===== src/rtl/stats_arbiter_if.sv =====
// Requester, register-read and clear-all signals of the shared statistics engine.
// The master modport drives requests and commands; the slave modport is the engine.
interface stats_arbiter_if #(
  parameter int unsigned NUM_REQ     = 4,
  parameter int unsigned IDX_WIDTH   = 2,
  parameter int unsigned INC_WIDTH   = 8,
  parameter int unsigned STATS_WIDTH = 32
);
  logic [NUM_REQ-1:0]           reqValid;
  logic [NUM_REQ*INC_WIDTH-1:0] reqInc;
  logic [NUM_REQ-1:0]           reqReady;
  logic                         rdValid;
  logic [IDX_WIDTH-1:0]         rdIdx;
  logic                         rdClear;
  logic                         rdDone;
  logic [STATS_WIDTH-1:0]       rdData;
  logic                         clearAll;
  logic                         busy;

  modport master (
    output reqValid, reqInc, rdValid, rdIdx, rdClear, clearAll,
    input  reqReady, rdDone, rdData, busy
  );

  modport slave (
    input  reqValid, reqInc, rdValid, rdIdx, rdClear, clearAll,
    output reqReady, rdDone, rdData, busy
  );
endinterface


===== src/rtl/stats_arbiter.sv =====
// Round-robin arbitrated counter bank with a registered read port (optional clear-on-read)
// and a sequential clear-all that walks every counter once.
module stats_arbiter #(
  parameter int unsigned NUM_REQ     = 4,
  parameter int unsigned IDX_WIDTH   = 2,
  parameter int unsigned INC_WIDTH   = 8,
  parameter int unsigned STATS_WIDTH = 32
) (
  input logic             clock,
  input logic             reset,
  stats_arbiter_if.slave  bus
);

  typedef enum logic [0:0] {StIdle, StClear} state_e;

  state_e                 state_q, state_d;
  logic [IDX_WIDTH-1:0]   clr_idx_q, clr_idx_d;
  logic [IDX_WIDTH-1:0]   ptr_q, ptr_d;
  logic [STATS_WIDTH-1:0] cnt_q [NUM_REQ];
  logic [STATS_WIDTH-1:0] cnt_d [NUM_REQ];
  logic                   rd_done_q, rd_done_d;
  logic [STATS_WIDTH-1:0] rd_data_q, rd_data_d;

  logic [NUM_REQ-1:0]     grant;
  logic [IDX_WIDTH-1:0]   grant_idx;
  logic [IDX_WIDTH-1:0]   cand;
  logic                   grant_any;

  // Search upward from ptr; the index width wraps naturally since NUM_REQ is a power of two.
  always_comb begin
    grant     = '0;
    grant_idx = ptr_q;
    grant_any = 1'b0;
    cand      = '0;
    if (state_q == StIdle && !reset) begin
      for (int unsigned k = 0; k < NUM_REQ; k++) begin
        cand = ptr_q + IDX_WIDTH'(k);
        if (!grant_any && bus.reqValid[cand]) begin
          grant_any = 1'b1;
          grant_idx = cand;
        end
      end
    end
    if (grant_any) grant[grant_idx] = 1'b1;
  end

  assign ptr_d = grant_any ? grant_idx + IDX_WIDTH'(1) : ptr_q;

  always_comb begin
    state_d   = state_q;
    clr_idx_d = clr_idx_q;
    unique case (state_q)
      StIdle: begin
        if (bus.clearAll) begin
          state_d   = StClear;
          clr_idx_d = '0;
        end
      end
      StClear: begin
        clr_idx_d = clr_idx_q + IDX_WIDTH'(1);
        if (clr_idx_q == IDX_WIDTH'(NUM_REQ - 1)) state_d = StIdle;
      end
      default: state_d = StIdle;
    endcase
  end

  // Clear-on-read zeroes first so a same-cycle increment survives; clear-all wins over both.
  always_comb begin
    for (int unsigned i = 0; i < NUM_REQ; i++) begin
      cnt_d[i] = cnt_q[i];
      if (bus.rdValid && bus.rdClear && bus.rdIdx == IDX_WIDTH'(i)) cnt_d[i] = '0;
      if (grant[i]) begin
        cnt_d[i] = cnt_d[i] + STATS_WIDTH'(bus.reqInc[i*INC_WIDTH +: INC_WIDTH]);
      end
      if (state_q == StClear && clr_idx_q == IDX_WIDTH'(i)) cnt_d[i] = '0;
    end
  end

  assign rd_done_d = bus.rdValid;
  assign rd_data_d = bus.rdValid ? cnt_q[bus.rdIdx] : rd_data_q;

  always_ff @(posedge clock or posedge reset) begin
    if (reset) begin
      state_q   <= StIdle;
      clr_idx_q <= '0;
      ptr_q     <= '0;
      rd_done_q <= 1'b0;
      rd_data_q <= '0;
      for (int unsigned i = 0; i < NUM_REQ; i++) cnt_q[i] <= '0;
    end else begin
      state_q   <= state_d;
      clr_idx_q <= clr_idx_d;
      ptr_q     <= ptr_d;
      rd_done_q <= rd_done_d;
      rd_data_q <= rd_data_d;
      for (int unsigned i = 0; i < NUM_REQ; i++) cnt_q[i] <= cnt_d[i];
    end
  end

  assign bus.reqReady = grant;
  assign bus.rdDone   = rd_done_q;
  assign bus.rdData   = rd_data_q;
  assign bus.busy     = (state_q == StClear);

endmodule


===== src/flat_wrapper.sv =====
// flat-port wrapper written by rule: the top's interface ports become plain ports
module stats_arbiter_flat 
#(
  parameter int unsigned NUM_REQ     = 4,
  parameter int unsigned IDX_WIDTH   = 2,
  parameter int unsigned INC_WIDTH   = 8,
  parameter int unsigned STATS_WIDTH = 32
)
  (clock, reset, bus_reqValid, bus_reqInc, bus_rdValid, bus_rdIdx, bus_rdClear, bus_clearAll, bus_reqReady, bus_rdDone, bus_rdData, bus_busy);
  stats_arbiter_if #(.NUM_REQ(NUM_REQ), .IDX_WIDTH(IDX_WIDTH), .INC_WIDTH(INC_WIDTH), .STATS_WIDTH(STATS_WIDTH)) bus_i ();
  input logic clock;
  input logic reset;
  input wire logic [$bits(bus_i.reqValid)-1:0] bus_reqValid;
  input wire logic [$bits(bus_i.reqInc)-1:0] bus_reqInc;
  input wire logic [$bits(bus_i.rdValid)-1:0] bus_rdValid;
  input wire logic [$bits(bus_i.rdIdx)-1:0] bus_rdIdx;
  input wire logic [$bits(bus_i.rdClear)-1:0] bus_rdClear;
  input wire logic [$bits(bus_i.clearAll)-1:0] bus_clearAll;
  output wire logic [$bits(bus_i.reqReady)-1:0] bus_reqReady;
  output wire logic [$bits(bus_i.rdDone)-1:0] bus_rdDone;
  output wire logic [$bits(bus_i.rdData)-1:0] bus_rdData;
  output wire logic [$bits(bus_i.busy)-1:0] bus_busy;
  assign bus_i.reqValid = bus_reqValid;
  assign bus_i.reqInc = bus_reqInc;
  assign bus_i.rdValid = bus_rdValid;
  assign bus_i.rdIdx = bus_rdIdx;
  assign bus_i.rdClear = bus_rdClear;
  assign bus_i.clearAll = bus_clearAll;
  assign bus_reqReady = bus_i.reqReady;
  assign bus_rdDone = bus_i.rdDone;
  assign bus_rdData = bus_i.rdData;
  assign bus_busy = bus_i.busy;
  stats_arbiter #(.NUM_REQ(NUM_REQ), .IDX_WIDTH(IDX_WIDTH), .INC_WIDTH(INC_WIDTH), .STATS_WIDTH(STATS_WIDTH)) u_core (.clock(clock), .reset(reset), .bus(bus_i));
endmodule

===== config.mk =====
export PLATFORM = sky130hd
export DESIGN_NAME = stats_arbiter_flat
export DESIGN_NICKNAME = d
export VERILOG_FILES = /design/src/rtl/stats_arbiter_if.sv /design/src/rtl/stats_arbiter.sv /design/src/flat_wrapper.sv
export SDC_FILE = /design/constraint.sdc
export NUM_CORES = 1
export LEC_CHECK = 0
export CORE_AREA = 2 2 139 141
export CTS_CLUSTER_DIAMETER = 30
export DETAILED_ROUTE_END_ITERATION = 8
export DIE_AREA = 0 0 141 143
export PLACE_DENSITY = 0.89
export SLEW_MARGIN = 20
export SYNTH_ARGS = -nofsm -noshare
export SYNTH_HDL_FRONTEND = slang
export SYNTH_SLANG_ARGS = --single-unit

===== constraint.sdc =====
create_clock -name clock -period 13.1 [get_ports clock]
set_input_delay 1.31 -clock clock [delete_from_list [all_inputs] [get_ports clock]]
set_output_delay 1.31 -clock clock [all_outputs]
set_load 0.005 [all_outputs]

==> parameters.txt, run 1 <==
Parameter                              Value

Worst hold path
  Endpoint with the worst hold slack    u_core.bus.rdData[25]
  Startpoint of the most critical hold path    u_core.bus.rdData[25]
  Count of cells along the worst hold path    1
  Hold Crit Class    reg2reg

Placed design
  Half-perimeter wire length after placement    21,300 um
  Routability congestion estimate    0.969
  Placed standard-cell area    11,900 sq um
  Cell count after placement    1,442
  Buffers added on ports    80

Worst setup path
  R2r startpoint    u_core.bus.busy
  Start point of the critical path    bus_rdIdx[1]
  Startpoint-to-endpoint class of the critical path    in2reg
  Endpoint of the most critical register-to-register path    u_core.cnt_q[117]
  Critical path required time    13,400 ps
  R2R depth    13
  CP arrival    6150 ps
  Critical Path Sink Type    flip-flop
  Critical Path Fanout Max    39
  Sort of element at the start of the critical path    input pin
  Minimum setup slack among reg-to-reg paths    9120 ps

Flow run
  Max Cap Violations    0

Finish
  Number of nets at the end of the flow    1,298
  Filler cell count    1,329
  Non-filler instance count after layout    1,474
  Area used by multi-input combinational logic    6490 sq um
  FF+latch area    4150 sq um
  Diodes inserted    0
  Area added between synthesis and finish    14.5%
  Fraction of layout instances using a drive strength above 1    0.114
  Area of all placed cells without fillers    12,600 sq um

Floorplanning
  Area of the core    18,600 sq um
  Ports placed on the boundary    81
  Starting density of the core    0.592
  Number of placement rows    50
  Die width    141 um
  Area enclosed by the die boundary    20,200 sq um
  Overall die height    143 um

Synthesis
  Library cell with the highest instance count after synthesis    sky130_fd_sc_hd__dfrtp_1
  Post-synthesis async set-or-reset flop share    1.00
  Mean instance size in the synthesized netlist    9.30 sq um
  Dominant register cell in the synthesized netlist    sky130_fd_sc_hd__dfrtp_1
  Synth top area share    0.378
  Number of different library cells in the post-synthesis netlist    88
  Number of enable-type register cells in the synthesized netlist    0
  Post-synth design cell area    11,000 sq um
  Flop and latch count out of synthesis    166
  Cell types with the highest counts after synthesis    166 x sky130_fd_sc_hd__dfrtp_1, 153 x sky130_fd_sc_hd__nand2_1, 116 x sky130_fd_sc_hd__nor2_1
  Largest cells by area after synthesis    sky130_fd_sc_hd__dfrtp_1 38%, sky130_fd_sc_hd__mux4_2 6.6%, sky130_fd_sc_hd__nand2_1 5.2%
  Yosys top cell by area    sky130_fd_sc_hd__dfrtp_1
  Synthesis warning total    0
  Post-Synthesis Cells    1,182
  Net count after synthesis    1,253
  Share of the yosys chip area belonging to registers    0.378

Power
  Max VDD drop    97.0 uV
  Overall power    1.76 mW
  Power per cell area    140 nW/um^2
  Leakage    5.31 nW

Global routing
  Wire length of the first global-routing pass    49,200 um
  Via count of the first global-routing pass    9,312
  Congestion Overflow GR    0
  Antenna violations before repair    0
  Largest net degree at the start of global routing    88
  Overall fraction of global-route tracks in use    0.310

STA
  Final min period    5850 ps
  Slew @ Worst Pin    1080 ps
  Final count of negative-setup-slack endpoints    0
  Aggregate negative setup slack    0 ps
  Slew margin rel.    0.277
  Layout Skew    10.4 ps
  Pins Over Slew Limit    0
  Fmax    0.171 GHz
  Final number of hold-violating endpoints    0
  RSZ-0062 raised after global routing    no
  Fraction of the cycle the final worst path needs    0.447

CTS
  Post-cts resize count    0
  Number of buffers inserted for hold repair after clock tree synthesis    0
  Total CTS buffers    17
  Depth of the CTS H-tree    4
  TritonCTS clock tree    done
  Buffer type at the clock tree root    sky130_fd_sc_hd__clkbuf_16
  Buffers inserted during post-CTS setup optimization    0
  Maximum count of clock buffers along a single path    2
  Later-pin clock latency in the skew report    450 ps
  Sink count of the clock tree    166
  Worst-path clk slew    70 ps

Route
  Detailed Route Iter0 Violations    1,114
  Vias after detailed routing    9,906
  Post-route DRC violation count    0
  Post-DR vias/cell    6.72
  Wire length per cell after detailed routing    20.8 um
  Router iterations before antenna repair    7
  Post-detailed-routing wire length    30,600 um
  Number of nets with antenna violations after detailed routing    0

Run status
  Result of the run    completed
layout make-up:
type                            count  share of cell area
Multi-Input combinational cell    925               0.516
Sequential cell                   166               0.330
Timing Repair Buffer               90              0.0691
Clock buffer                       17              0.0338
Tap cell                          234              0.0233
Clock inverter                     15              0.0199
Inverter                           27             0.00845
cells by family after synthesis:
group	Yosys count	synth area share
AND/OR/NAND/NOR	505	0.231
AO/OA/AOI/OAI	213	0.132
flip-flops	166	0.378
XOR/XNOR	102	0.0812
buffers and inverters	91	0.0329
multiplexers	71	0.105
adder cells (fa/ha/maj)	34	0.0402
sequential cells by signal, indices dropped and copies added (netlist names):
name and flops:
u_core.cnt_q 128, u_core.bus.rdData 32, u_core.clr_idx_q 2, u_core.ptr_q 2
u_core.bus.busy 1, u_core.bus.rdDone 1
layout by cell type, fill, tap and decap left out, types with 29 or more instances in the layout:
cell / instances
sky130_fd_sc_hd__mux2_2: 34
sky130_fd_sc_hd__xor2_1: 44
sky130_fd_sc_hd__and3_1: 29
sky130_fd_sc_hd__a21oi_1: 65
sky130_fd_sc_hd__mux4_2: 32
sky130_fd_sc_hd__nor2_1: 116
sky130_fd_sc_hd__nand3_1: 58
sky130_fd_sc_hd__xnor2_1: 58
sky130_fd_sc_hd__dfrtp_1: 166
sky130_fd_sc_hd__o21ai_0: 36
sky130_fd_sc_hd__nand2_1: 153
sky130_fd_sc_hd__clkdlybuf4s50_1: 78
worst max-delay path, stage by stage:
cell and delay, ps:
sky130_fd_sc_hd__clkdlybuf4s50_1 430, sky130_fd_sc_hd__buf_4 310, sky130_fd_sc_hd__nand4bb_1 990, sky130_fd_sc_hd__and2_1 540, sky130_fd_sc_hd__ha_1 220, sky130_fd_sc_hd__fa_1 470
sky130_fd_sc_hd__maj3_1 390, sky130_fd_sc_hd__o221a_2 280, sky130_fd_sc_hd__o211a_1 170, sky130_fd_sc_hd__o31ai_2 660, sky130_fd_sc_hd__nor3_1 140, sky130_fd_sc_hd__xor2_1 180
sky130_fd_sc_hd__nor2_1 50
worst max path at each step:
| stage | end | slack, ps | depth (start not counted) |
|---|---|---|---|
| after floorplan | u_core.bus.busy | 7300 | 1 |
| after global placement | u_core.cnt_q[120] | 6720 | 12 |
| after detailed placement | u_core.cnt_q[116] | 6520 | 12 |
| after CTS | u_core.cnt_q[116] | 6930 | 13 |
| after global routing | u_core.cnt_q[110] | 6960 | 12 |
| final | u_core.cnt_q[116] | 7250 | 13 |
where the power goes:
part	internal [mW]	leakage (nW)	switching, mW	total (mW)
Clock	0.359	0.321	0.225	0.584
Sequential	0.563	2.30	0.0705	0.633
Combinational	0.209	2.69	0.331	0.540
Total	1.13	5.31	0.626	1.76
per-stage QoR:
stage,setup WS [ps],utilization,hold WS (ps)
6_report,7250,0.678,509
5_1_grt,6960,0.678,521
4_1_cts,6930,0.677,508
3_5_place_dp,6520,0.641,493
3_3_place_gp,6720,0.641,489
2_1_floorplan,7300,-,443
metal layers:
layer | part of all wire | wire length [um] | track usage
met3 | 0.11 | 3360 | 0.0687
met2 | 0.48 | 14600 | 0.507
met1 | 0.39 | 11900 | 0.418
met5 | 0 | 0 | 0
met4 | 0.026 | 791 | 0.0911
(Power assumes the default switching activity.)
==> inputs of run 2 (changes only) <==
CORE_AREA = 2 2 146 148   (was 2 2 139 141)
DIE_AREA = 0 0 148 150   (was 0 0 141 143)
PLACE_DENSITY = 0.86   (was 0.89)
clock period = 4.7 ns   (was 13.1 ns; I/O delays follow)
==> run 2 against run 1 <==
Effect of this change:
- via count fell by 1.8%
- die area rose by 10%
- clock skew fell by 1.4 ps
- global-route usage fell by 3.2 points
- register-to-register slack got worse by 8200 ps
- critical path type is now in2out
- critical endpoint is now bus_reqReady[3]
==> parameters.txt, run 2 (synthesis gave the netlist of run 1 again) <==
Parameter                              Value

Run status
  Result of the run    completed

Worst setup path
  Critical Path Sink Type    output port
  Slowest stage delay, CP    580 ps
  Critical Path Fanout Max    11
  Largest delay share family, worst path    buffers and inverters
  Worst Path Buf+Inv    3
  Cell breakdown of the critical path    clkdlybuf4s50_1, a21oi_1, nor3_1, o21ba_2, a21oi_1, o22a_1, ha_1, nand2_1, clkinv_1, clkdlybuf4s50_1
  Sort of element at the start of the critical path    input pin
  Critical path required time    4230 ps
  Cell type of the slowest stage on the worst timing path    sky130_fd_sc_hd__clkdlybuf4s50_1
  Startpoint-to-endpoint class of the critical path    in2out
  CP arrival    3390 ps

Floorplanning
  Starting density of the core    0.532
  Area enclosed by the die boundary    22,200 sq um
  Ports placed on the boundary    81
  Overall die height    150 um
  Number of placement rows    53
  Area of the core    20,700 sq um
  Die width    148 um

CTS
  Buffers inserted during post-CTS setup optimization    0
  Total CTS buffers    17
  Post-cts resize count    0
  Later-pin clock latency in the skew report    440 ps
  TritonCTS clock tree    done
  Depth of the CTS H-tree    4
  Buffer type at the clock tree root    sky130_fd_sc_hd__clkbuf_16
  Maximum count of clock buffers along a single path    2
  Number of buffers inserted for hold repair after clock tree synthesis    0
  Sink count of the clock tree    166
  Worst-path clk slew    70 ps

Finish
  FF+latch area    4150 sq um
  Area used by multi-input combinational logic    6490 sq um
  Diodes inserted    0
  Most frequent standard cell in the layout excluding fill and tap cells    sky130_fd_sc_hd__dfrtp_1
  Filler cell count    1,688
  Area added between synthesis and finish    14.8%
  Number of nets at the end of the flow    1,308
  Biggest register    u_core.cnt_q
  Flip-flop count of the largest register, all copies and words added    128
  Non-filler instance count after layout    1,524
  Leading cell types in the layout, fill and taps excluded    166 x sky130_fd_sc_hd__dfrtp_1, 153 x sky130_fd_sc_hd__nand2_1, 116 x sky130_fd_sc_hd__nor2_1
  Fraction of layout instances using a drive strength above 1    0.119

Power
  Leakage    5.32 nW
  Combinational group share of total power    0.328
  P_int    2.95 mW
  Sw power    1.75 mW
  Flop pwr share    0.372
  Clk network pwr share    0.300
  Power per cell area    372 nW/um^2
  Switching Share    0.372
  Max VDD drop    265 uV
  Overall power    4.70 mW

Route
  Detailed Route Iter0 Violations    1,137
  Number of nets with antenna violations after detailed routing    0
  Post-detailed-routing wire length    30,300 um
  Wire length per cell after detailed routing    19.9 um
  Router iterations before antenna repair    7
  Post-route DRC violation count    0
  Vias after detailed routing    9,732
  Post-DR vias/cell    6.39

Global routing
  Antenna violations before repair    0
  Wire length of the first global-routing pass    48,500 um
  Overall fraction of global-route tracks in use    0.278
  Via count of the first global-routing pass    9,334
  Largest net degree at the start of global routing    127
  Congestion Overflow GR    0

STA
  Pins Over Slew Limit    0
  Final count of negative-setup-slack endpoints    0
  Final number of hold-violating endpoints    0
  RSZ-0062 raised after global routing    no
  Hold slack    494 ps
  Aggregate negative setup slack    0 ps
  Slew margin rel.    0.294
  Fraction of the cycle the final worst path needs    0.821
  Layout Skew    9.00 ps
  Slew @ Worst Pin    1050 ps
  Fmax    0.259 GHz
  Final min period    3860 ps

Worst hold path
  Hold Crit Class    reg2reg

Placed design
  Cell count after placement    1,493
  Buffers added on ports    80
  Half-perimeter wire length after placement    21,700 um
  Routability congestion estimate    0.952

Flow run
  Max Cap Violations    0
## run 2: cell types whose count changed in the layout (fill, tap and decap cells not counted), sizes merged
cell / change
buf: +10
bufinv: -4
clkinv: +2
clkinvlp: +1
## run 2: layout make-up
type / instances / area share
Multi-Input combinational cell: 925 / 0.514
Sequential cell: 166 / 0.329
Clock inverter: 14 / 0.0121
Tap cell: 275 / 0.0273
Inverter: 27 / 0.00833
Clock buffer: 17 / 0.0337
Timing Repair Buffer: 100 / 0.0755
## run 2: path summary, 6_finish.rpt
path | start | end | slack [ps] | cells after the start
worst max register to register | u_core.ptr_q[1] | u_core.cnt_q[117] | 910 | 16
worst min register to register | u_core.cnt_q[95] | u_core.cnt_q[95] | 490 | 1
worst max-delay path | bus_reqValid[1] | bus_reqReady[3] | 840 | 10
worst min-delay path | u_core.cnt_q[95] | u_core.cnt_q[95] | 490 | 1
max in group asynchronous | reset | u_core.bus.rdData[30] | 3450 | 3
min in group asynchronous | reset | u_core.bus.rdData[10] | 700 | 3
## run 2: per-stage QoR
step	area, sq um	utilization	setup slack (ps)
floorplan	11000	-	770
global placement	12000	0.582	536
detailed placement	12000	0.582	454
CTS	12600	0.610	892
global route	12600	0.610	619
finish	12600	0.610	842
## run 2: metal layers
| metal | share of wire | track usage | vias up |
|---|---|---|---|
| met4 | 0.035 | 0.116 | 0 |
| met5 | 0 | 0 | - |
| met1 | 0.40 | 0.369 | 4735 |
| met2 | 0.47 | 0.445 | 523 |
| li1 | - | - | 4388 |
| met3 | 0.099 | 0.0604 | 86 |
## run 2: power by group through the flow
stage / clock (mW) / sequential [mW] / combinational (mW)
final: 1.41 / 1.75 / 1.54
after global routing: 1.47 / 1.76 / 1.68
after CTS: 1.41 / 1.73 / 1.52
after detailed placement: 0 / 1.76 / 1.49
after global placement: 0 / 1.75 / 1.46
after floorplan: 0 / 1.69 / 1.10
